`src/rtl/clkdiv_gate_multi.sv`:
```
// Multi-channel programmable clock divider with glitch-free enable and
// boundary-aligned ratio updates; every divided output is a flop.
//
// state | meaning
// IDLE  | channel parked, Y held low, waiting for synchronised EN and N != 0
// RUN   | generating periods of N cycles, high for ceil(N/2) cycles
module clkdiv_gate_multi #(
  parameter int NCH         = 4,
  parameter int DIVW        = 8,
  parameter int SYNC_STAGES = 2,
  parameter int RESET_DIV   = 2
) (
  input  logic                CLK,
  input  logic                RN,
  input  logic [NCH-1:0]      EN,
  input  logic [NCH*DIVW-1:0] DIV,
  input  logic [NCH-1:0]      LOAD,
  output logic [NCH-1:0]      Y,
  output logic [NCH-1:0]      ACTIVE,
  output logic [NCH-1:0]      PEND
);

  typedef enum logic {IDLE = 1'b0, RUN = 1'b1} state_t;

  localparam logic [DIVW-1:0] RATIO_ONE = DIVW'(1);
  localparam logic [DIVW-1:0] RATIO_TWO = DIVW'(2);
  localparam logic [DIVW-1:0] RATIO_RST = DIVW'(RESET_DIV);

  // A stored ratio of 1 cannot make a 50% clock, so it runs as 2.
  function automatic logic [DIVW-1:0] eff_ratio(input logic [DIVW-1:0] r);
    return (r == RATIO_ONE) ? RATIO_TWO : r;
  endfunction

  function automatic logic [DIVW-1:0] high_len(input logic [DIVW-1:0] n);
    logic [DIVW:0] sum;
    sum = {1'b0, n} + {{DIVW{1'b0}}, 1'b1};
    return sum[DIVW:1];
  endfunction

  logic [SYNC_STAGES-1:0] sync_q [NCH];
  logic [NCH-1:0]         en_s;

  state_t          state_q  [NCH];
  state_t          state_d  [NCH];
  logic [DIVW-1:0] cnt_q    [NCH];
  logic [DIVW-1:0] cnt_d    [NCH];
  logic [DIVW-1:0] ratio_q  [NCH];
  logic [DIVW-1:0] ratio_d  [NCH];
  logic [DIVW-1:0] shadow_q [NCH];
  logic [DIVW-1:0] shadow_d [NCH];
  logic [NCH-1:0]  y_q, y_d;
  logic [NCH-1:0]  pend_q, pend_d;

  logic [DIVW-1:0] div_slice [NCH];
  logic [DIVW-1:0] sel_ratio [NCH];
  logic [DIVW-1:0] n_cur     [NCH];
  logic [DIVW-1:0] n_sel     [NCH];
  logic [NCH-1:0]  boundary;

  for (genvar gi = 0; gi < NCH; gi++) begin : g_ch
    assign en_s[gi]      = sync_q[gi][SYNC_STAGES-1];
    assign div_slice[gi] = DIV[gi*DIVW +: DIVW];
    // Ratio that would take effect now: a same-edge LOAD beats a pending one.
    assign sel_ratio[gi] = LOAD[gi]   ? div_slice[gi] :
                           pend_q[gi] ? shadow_q[gi]  : ratio_q[gi];
    assign n_cur[gi]     = eff_ratio(ratio_q[gi]);
    assign n_sel[gi]     = eff_ratio(sel_ratio[gi]);
    assign boundary[gi]  = (cnt_q[gi] == n_cur[gi] - RATIO_ONE);
    assign ACTIVE[gi]    = (state_q[gi] == RUN);
  end

  assign Y    = y_q;
  assign PEND = pend_q;

  always_ff @(posedge CLK or negedge RN) begin
    if (!RN) begin
      for (int i = 0; i < NCH; i++) sync_q[i] <= '0;
    end else begin
      for (int i = 0; i < NCH; i++)
        sync_q[i] <= {sync_q[i][SYNC_STAGES-2:0], EN[i]};
    end
  end

  always_ff @(posedge CLK or negedge RN) begin
    if (!RN) begin
      for (int i = 0; i < NCH; i++) begin
        state_q[i]  <= IDLE;
        cnt_q[i]    <= '0;
        ratio_q[i]  <= RATIO_RST;
        shadow_q[i] <= RATIO_RST;
      end
      y_q    <= '0;
      pend_q <= '0;
    end else begin
      for (int i = 0; i < NCH; i++) begin
        state_q[i]  <= state_d[i];
        cnt_q[i]    <= cnt_d[i];
        ratio_q[i]  <= ratio_d[i];
        shadow_q[i] <= shadow_d[i];
      end
      y_q    <= y_d;
      pend_q <= pend_d;
    end
  end

  always_comb begin
    for (int i = 0; i < NCH; i++) begin
      state_d[i]  = state_q[i];
      cnt_d[i]    = cnt_q[i];
      ratio_d[i]  = ratio_q[i];
      shadow_d[i] = shadow_q[i];
      y_d[i]      = y_q[i];
      pend_d[i]   = pend_q[i];

      if (LOAD[i]) begin
        shadow_d[i] = div_slice[i];
        pend_d[i]   = 1'b1;
      end

      case (state_q[i])
        IDLE: begin
          y_d[i]   = 1'b0;
          cnt_d[i] = '0;
          if (en_s[i] && (n_sel[i] != '0)) begin
            state_d[i] = RUN;
            ratio_d[i] = sel_ratio[i];
            pend_d[i]  = 1'b0;
            y_d[i]     = 1'b1;
          end else if (!LOAD[i] && pend_q[i]) begin
            ratio_d[i] = shadow_q[i];
            pend_d[i]  = 1'b0;
          end
        end
        RUN: begin
          if (boundary[i]) begin
            ratio_d[i] = sel_ratio[i];
            pend_d[i]  = 1'b0;
            cnt_d[i]   = '0;
            // Stopping only here keeps the last low phase at full length.
            if (!en_s[i] || (n_sel[i] == '0)) begin
              state_d[i] = IDLE;
              y_d[i]     = 1'b0;
            end else begin
              y_d[i]     = 1'b1;
            end
          end else begin
            cnt_d[i] = cnt_q[i] + RATIO_ONE;
            y_d[i]   = ((cnt_q[i] + RATIO_ONE) < high_len(n_cur[i]));
          end
        end
        default: state_d[i] = IDLE;
      endcase
    end
  end

endmodule

```
`config.mk`:
```
export PLATFORM = sky130hd
export DESIGN_NAME = clkdiv_gate_multi
export DESIGN_NICKNAME = d
export VERILOG_FILES = /design/src/rtl/clkdiv_gate_multi.sv
export SDC_FILE = /design/constraint.sdc
export NUM_CORES = 1
export LEC_CHECK = 0
export CORE_ASPECT_RATIO = 0.9
export CORE_UTILIZATION = 60
export DETAILED_ROUTE_END_ITERATION = 7
export PLACE_DENSITY = 0.81
export SYNTH_ARGS = -nofsm -noshare
export SYNTH_HDL_FRONTEND = slang
export SYNTH_SLANG_ARGS = --single-unit
```
`constraint.sdc`:
```
create_clock -name CLK -period 4.85 [get_ports CLK]
set_clock_uncertainty 0.1 [all_clocks]
set_input_delay 0.485 -clock CLK [delete_from_list [all_inputs] [get_ports CLK]]
set_output_delay 0.485 -clock CLK [all_outputs]
set_load 0.005 [all_outputs]
```
==> metrics, run 1 <==
status completed; global-route wire length before repair between 20 and 30 mm; max-cap viol count 0; worst reg2reg startpoint ratio_q[18]; HPWL reported at the end of detailed placement approximately 12 mm; initial core utilization between 60% and 70%; Post-route DRC 0; Avg Cell Area, Syn approximately 9.5 sq um; width of the die around 120 microns; worst setup path endpoint Y[1]; maximum buffer depth of the clock tree 2; final core area utilization a little over two thirds; FF+latch count, synth ~120; unrepaired setup endpoints after global routing no; normalized max-slew margin about a third; hold_buf cts 0; die boundary height around 110 microns; Worst IR Drop VDD approximately 0.29 mV; Pwr Density around 440 nW/um^2; Tightest Hold Check Type primary input to asynchronous set/reset pin; startpoint types flip-flop; overflow left after global routing 0; first-pass detailed-route iteration total 5; Std-Cell Rows 39; Final setup viols 0; routed length per instance approximately 17 microns; CTS clk-pin slew, worst paths ~0.050 ns; r2r setup slk between 1.5 and 2 ns; share of synthesized flip-flops with an asynchronous set or reset 100%; top fanout value on the critical path 12; most common library cell in the layout ignoring fill and taps dfrtp_1; overall fraction of global-route tracks in use between 20% and 30%; Setup Slack @ Placement 1.43 ns; CTS sink count around 120; required time of the worst setup path about 5.0 ns; cell area after layout between 8000 and 9000 sq um; minimum clock period after layout approximately 3.1 ns; H-Tree Level Count 4; post-synthesis to final-layout area growth 14.3%; PnR Total Power roughly 3.9 mW; leading register cell type out of synthesis dfrtp_1; vias in the first global route between 6,000 and 7,000; pin count of the biggest net entering global routing 80; PostCTS Resize Cnt 0; final instance count without filler cells 1,024; Worst Path Class, Setup flip-flop to flip-flop; clock insertion delay at the later pin of the skew report around 0.42 ns; commonest cells after routing, fill and taps aside dfrtp_1 (108), nand2_1 (66), clkdlybuf4s50_1 (52); final setup TNS 0 ns; fin crit share between 60% and 70%; number of enable-type register cells in the synthesized netlist 0; biggest area consumer among synthesized cells dfrtp_1; area taken by multi-input logic gates between 4000 and 5000 sq um; sequential area share after synthesis ~37%; Pleak 4.06 nW; detail-routed via count per cell 6.00; R2R cell count 8; net count after synthesis approximately 910; Worst Setup End Kind flip-flop; synthesized netlist cell count around 830; count of cell types in the netlist 66; total length of routed wires between 15 and 20 mm; dpl cell area between 8000 and 9000 sq um; clock root cell clkbuf_16; number of setup buffers added after CTS 0; fin. max-slew vios 0; Reg area 2910 sq um; worst setup path startpoint ratio_q[18]; fraction of layout cells with a size suffix above 1 8.49%; initial antenna violation count 0; Iter 0 DRT Violations 421; cell area after synthesis around 8000 sq um; number of instances in the placed design between 900 and 1,000; number of top-level pins 54; Antenna Cells 0; crit path DAT about 3.3 ns; highest achievable clock rate ~0.32 GHz; placeable core area approximately 13,000 sq um; total number of vias roughly 6,000; end of the worst register-to-register path Y[1]; Hold Vio Cnt, Final 0; number of port buffers 53; TritonCTS clock tree yes; number of fill cells approximately 960; CTS buffer count 17; proportion of netlist area held by the largest area contributor approximately a third; top post-synthesis cells by area dfrtp_1 (35%), ha_1 (7.0%), mux2i_1 (5.4%); YS warnings 0; die area around 14,000 sq um; final hold slack roughly 0.15 ns; post-layout worst setup margin ~1.7 ns; gpl congestion roughly 0.86; number of routed nets with antenna violations 0; number of nets in the layout slightly above 900; slew at the pin closest to its max-slew limit between 1 and 1.5 ns
-- where the power goes --
part,leakage [nW],internal (mW),switching [mW]
Combinational,2.37,0.633,0.604
Sequential,1.39,1.14,0.297
Clock,0.291,0.806,0.420
-- Yosys cell counts (all sizes together), types with 2 or more instances --
library cell and count:
mux2i 42, dfstp 8, clkbuf 35, o2111ai 3
o32ai 16, a31oi 3, ha 44, or2 3
xnor2 48, nand2 67, o31a 2, nor4 3
o31ai 6, nor2b 29, nor3b 6, a21oi 19
a2111oi 3, o21a 35, o211ai 6, nand2b 7
xor2 39, a211oi 4, nand3 30, or3 2
and3 15, or4 2, a21boi 3, buf 17
nor3 13, nand4 11, mux2 27, dfrtp 108
nor2 43, a21o 2, o21ai 47, inv 50
o2bb2ai 13
-- logic make-up (layout without fill, tap and decap cells) --
kind of cell             Yosys count  count (layout)  synth area share, %
XOR/XNOR                          87              87                 9.74
flip-flops                       116             116                 37.2
multiplexers                      69              69                 9.64
adder cells (fa/ha/maj)           45              45                 7.16
AND/OR/NAND/NOR                  239             239                 15.6
AO/OA/AOI/OAI                    168             168                 15.4
buffers and inverters            102             136                 5.21
-- metal layers --
layer | up-vias | wire length (microns) | track usage (%)
li1 | 2935 | - | -
met1 | 2998 | 8110 | 36.9
met2 | 183 | 8170 | 44.1
met3 | 25 | 821 | 6.48
met4 | 0 | 300 | 10.9
met5 | - | 0 | 0
-- worst min-delay path by stage --
stage,from,end,slack (ns),cells after the start
2_1_floorplan,RN,ACTIVE[0],0.09,0
3_3_place_gp,sync_q[0],en_s[3],0.24,0
3_5_place_dp,sync_q[4],en_s[1],0.24,0
4_1_cts,RN,ratio_q[12],0.18,1
5_1_grt,RN,ratio_q[12],0.24,1
6_report,RN,ratio_q[12],0.15,1
-- worst max-delay path: stages (launching register included) --
cell and delay, ns:
dfrtp_1 0.53, nor4_2 0.55, xnor2_1 0.18, a31oi_1 0.09, or3_1 0.39, o31ai_1 0.69, buf_4 0.29, nand2b_1 0.08
o31ai_1 0.10
-- sequential cells by signal, summed over array words and instances, names as in the netlist --
signal / count
ACTIVE: 4
PEND: 4
Y: 4
cnt_q: 32
en_s: 4
ratio_q: 32
shadow_q: 32
sync_q: 4
-- cell type report --
class / count / share of cell area, %
Multi-Input combinational cell: 608 / 50.4
Sequential cell: 116 / 32.6
Timing Repair Buffer: 56 / 6.16
Clock buffer: 27 / 6.07
Tap cell: 164 / 2.29
Inverter: 50 / 2.10
Clock inverter: 3 / 0.448
Note: power is estimated with default switching activity, not from simulation.
==> inputs of run 2 (changes only) <==
- clock period: 4.85 -> 3 ns (I/O delays scaled with it)
==> run 2 against run 1 <==
Compared with the run above: flip-flop and latch count unchanged; hold slack improved by 0.085 ns; sequential power up 57%; fmax up 7.8%; clock-buffer cell count fell by 8; critical path type unchanged; largest cell class unchanged; largest power group is now clock.
==> metrics, run 2 (synthesis results as in run 1) <==
initial core utilization approximately 62%; status completed; most common library cell in the layout ignoring fill and taps dfrtp_1; die area roughly 14,000 sq um; Pleak ~4.2 nW; Std-Cell Rows 39; CTS clk-pin slew, worst paths ~0.060 ns; overflow left after global routing 0; pin count of the biggest net entering global routing 67; post-synthesis to final-layout area growth 18.6%; Critical path buffers and inverters 1; normalized max-slew margin between 50 and 60%; commonest cells after routing, fill and taps aside dfrtp_1 (108), nand2_1 (66), clkdlybuf4s50_1 (52); crit-path leading delay family simple AND/OR/NAND/NOR gates; placeable core area approximately 13,000 sq um; Antenna Cells 0; required time of the worst setup path 3.19 ns; number of port buffers between 50 and 60; startpoint types flip-flop; number of setup buffers added after CTS 0; Iter 0 DRT Violations approximately 360; width of the die roughly 120 microns; Tightest Hold Check Type primary input to flip-flop; biggest cell delay along the critical path around 0.62 ns; CTS buffer count 17; Setup Slack @ Placement 0.0756 ns; Hold Vio Cnt, Final 0; clock root cell clkbuf_16; global-route wire length before repair slightly above 30 mm; initial antenna violation count 0; TritonCTS clock tree yes; fin crit share 97.1%; max-cap viol count 0; fin. max-slew vios 0; PnR Total Power 6.79 mW; slew at the pin closest to its max-slew limit 0.679 ns; Pwr Density 732 nW/um^2; overall fraction of global-route tracks in use 29.2%; routed length per instance between 15 and 20 microns; CTS sink count 116; top fanout value on the critical path 10; post-layout worst setup margin roughly 0.086 ns; number of routed nets with antenna violations 0; crit path cell chain inv_1 -> ha_1 -> nor3b_2 -> xnor2_1 -> nor3_2 -> o2111ai_4 -> nand2_2 -> o31a_2 -> mux2_1; minimum clock period after layout 2.91 ns; H-Tree Level Count 4; number of top-level pins between 50 and 60; number of nets in the layout between 900 and 1,000; clock insertion delay at the later pin of the skew report approximately 0.43 ns; Worst IR Drop VDD approximately 0.54 mV; gpl congestion roughly 0.88; detail-routed via count per cell between 5 and 6; crit path DAT 3.11 ns; Post-route DRC 0; Worst Path Class, Setup flip-flop to flip-flop; total number of vias between 6,000 and 7,000; final core area utilization 73.2%; registers with the most flip-flops cnt_q x32, ratio_q x32, shadow_q x32; Final setup viols 0; die boundary height roughly 110 microns; highest achievable clock rate roughly 0.34 GHz; vias in the first global route ~6,400; cell with the biggest individual delay on the critical path dfstp_2; HPWL reported at the end of detailed placement ~13 mm; maximum buffer depth of the clock tree 2; total length of routed wires 18.2 mm; first-pass detailed-route iteration total 5; Worst Setup End Kind flip-flop; fraction of layout cells with a size suffix above 1 ~12%
## run 2: area by class of cell
type	count	area [sq um]
sequential	116	2910
tap	164	205
clock inverter	13	230
clock buffer	19	443
inverter	50	188
timing repair buffer	85	783
fill	912	3400
multi-input combinational	608	4520
## run 2: final timing paths
kind / endpoint / from / slack (ns) / depth (start not counted)
setup / recovery: ratio_q[2] / ratio_q[1] / 0.09 / 9
hold / removal: sync_q[4] / EN[1] / 0.23 / 1
setup reg to reg: ratio_q[2] / ratio_q[1] / 0.09 / 9
hold reg to reg: en_s[3] / sync_q[0] / 0.25 / 0
max in group asynchronous: ratio_q[17] / RN / 1.61 / 3
min in group asynchronous: shadow_q[12] / RN / 0.36 / 2
## run 2: repair_timing
item | CTS | global route
endpoints found under the hold margin | 48 | 0
resized for setup | 0 | 3
hold buffers | 1 | 0
setup endpoints to repair | 0 | 8
## run 2: power by group
part	internal, mW	total, mW	switching (mW)
sequential	1.84	2.24	0.400
combinational	1.09	2.24	1.14
clock	1.58	2.31	0.739
## run 2: worst register-to-register path, delay by kind of cell, from the launching register on
kind            cells  cell delay, ns
xor+xnor            1            0.19
fa+ha+maj           1            0.22
compound gates      2            0.55
buf+inv             1            0.09
mux                 1            0.36
flops               1            0.62
simple gates        3            0.67
## run 2: layer usage
metal / up-vias / part of all wire [%] / GRT usage, %
met2: 165 / 49 / 48.6
met1: 3054 / 45 / 37.1
li1: 2998 / - / -
met5: - / 0 / 0
met3: 29 / 4.6 / 6.48
met4: 0 / 1.9 / 11.1
## run 2: through the flow
stage	TNS, ns	instance area, sq um	hold slack, ns	std cells
after CTS	0	9270	0.227	1055
final	0	9280	0.231	1055
after detailed placement	0	8580	0.235	1022
after global routing	-0.199	9280	0.222	1055
after floorplan	0	7830	-0.0956	826
after global placement	0	8580	0.232	1022
==> inputs of run 3 (changes only) <==
- SKIP_CTS_REPAIR_TIMING: unset -> 1
==> results of run 3 <==
The final DEF is identical to that of run 2; final timing and power are the same.
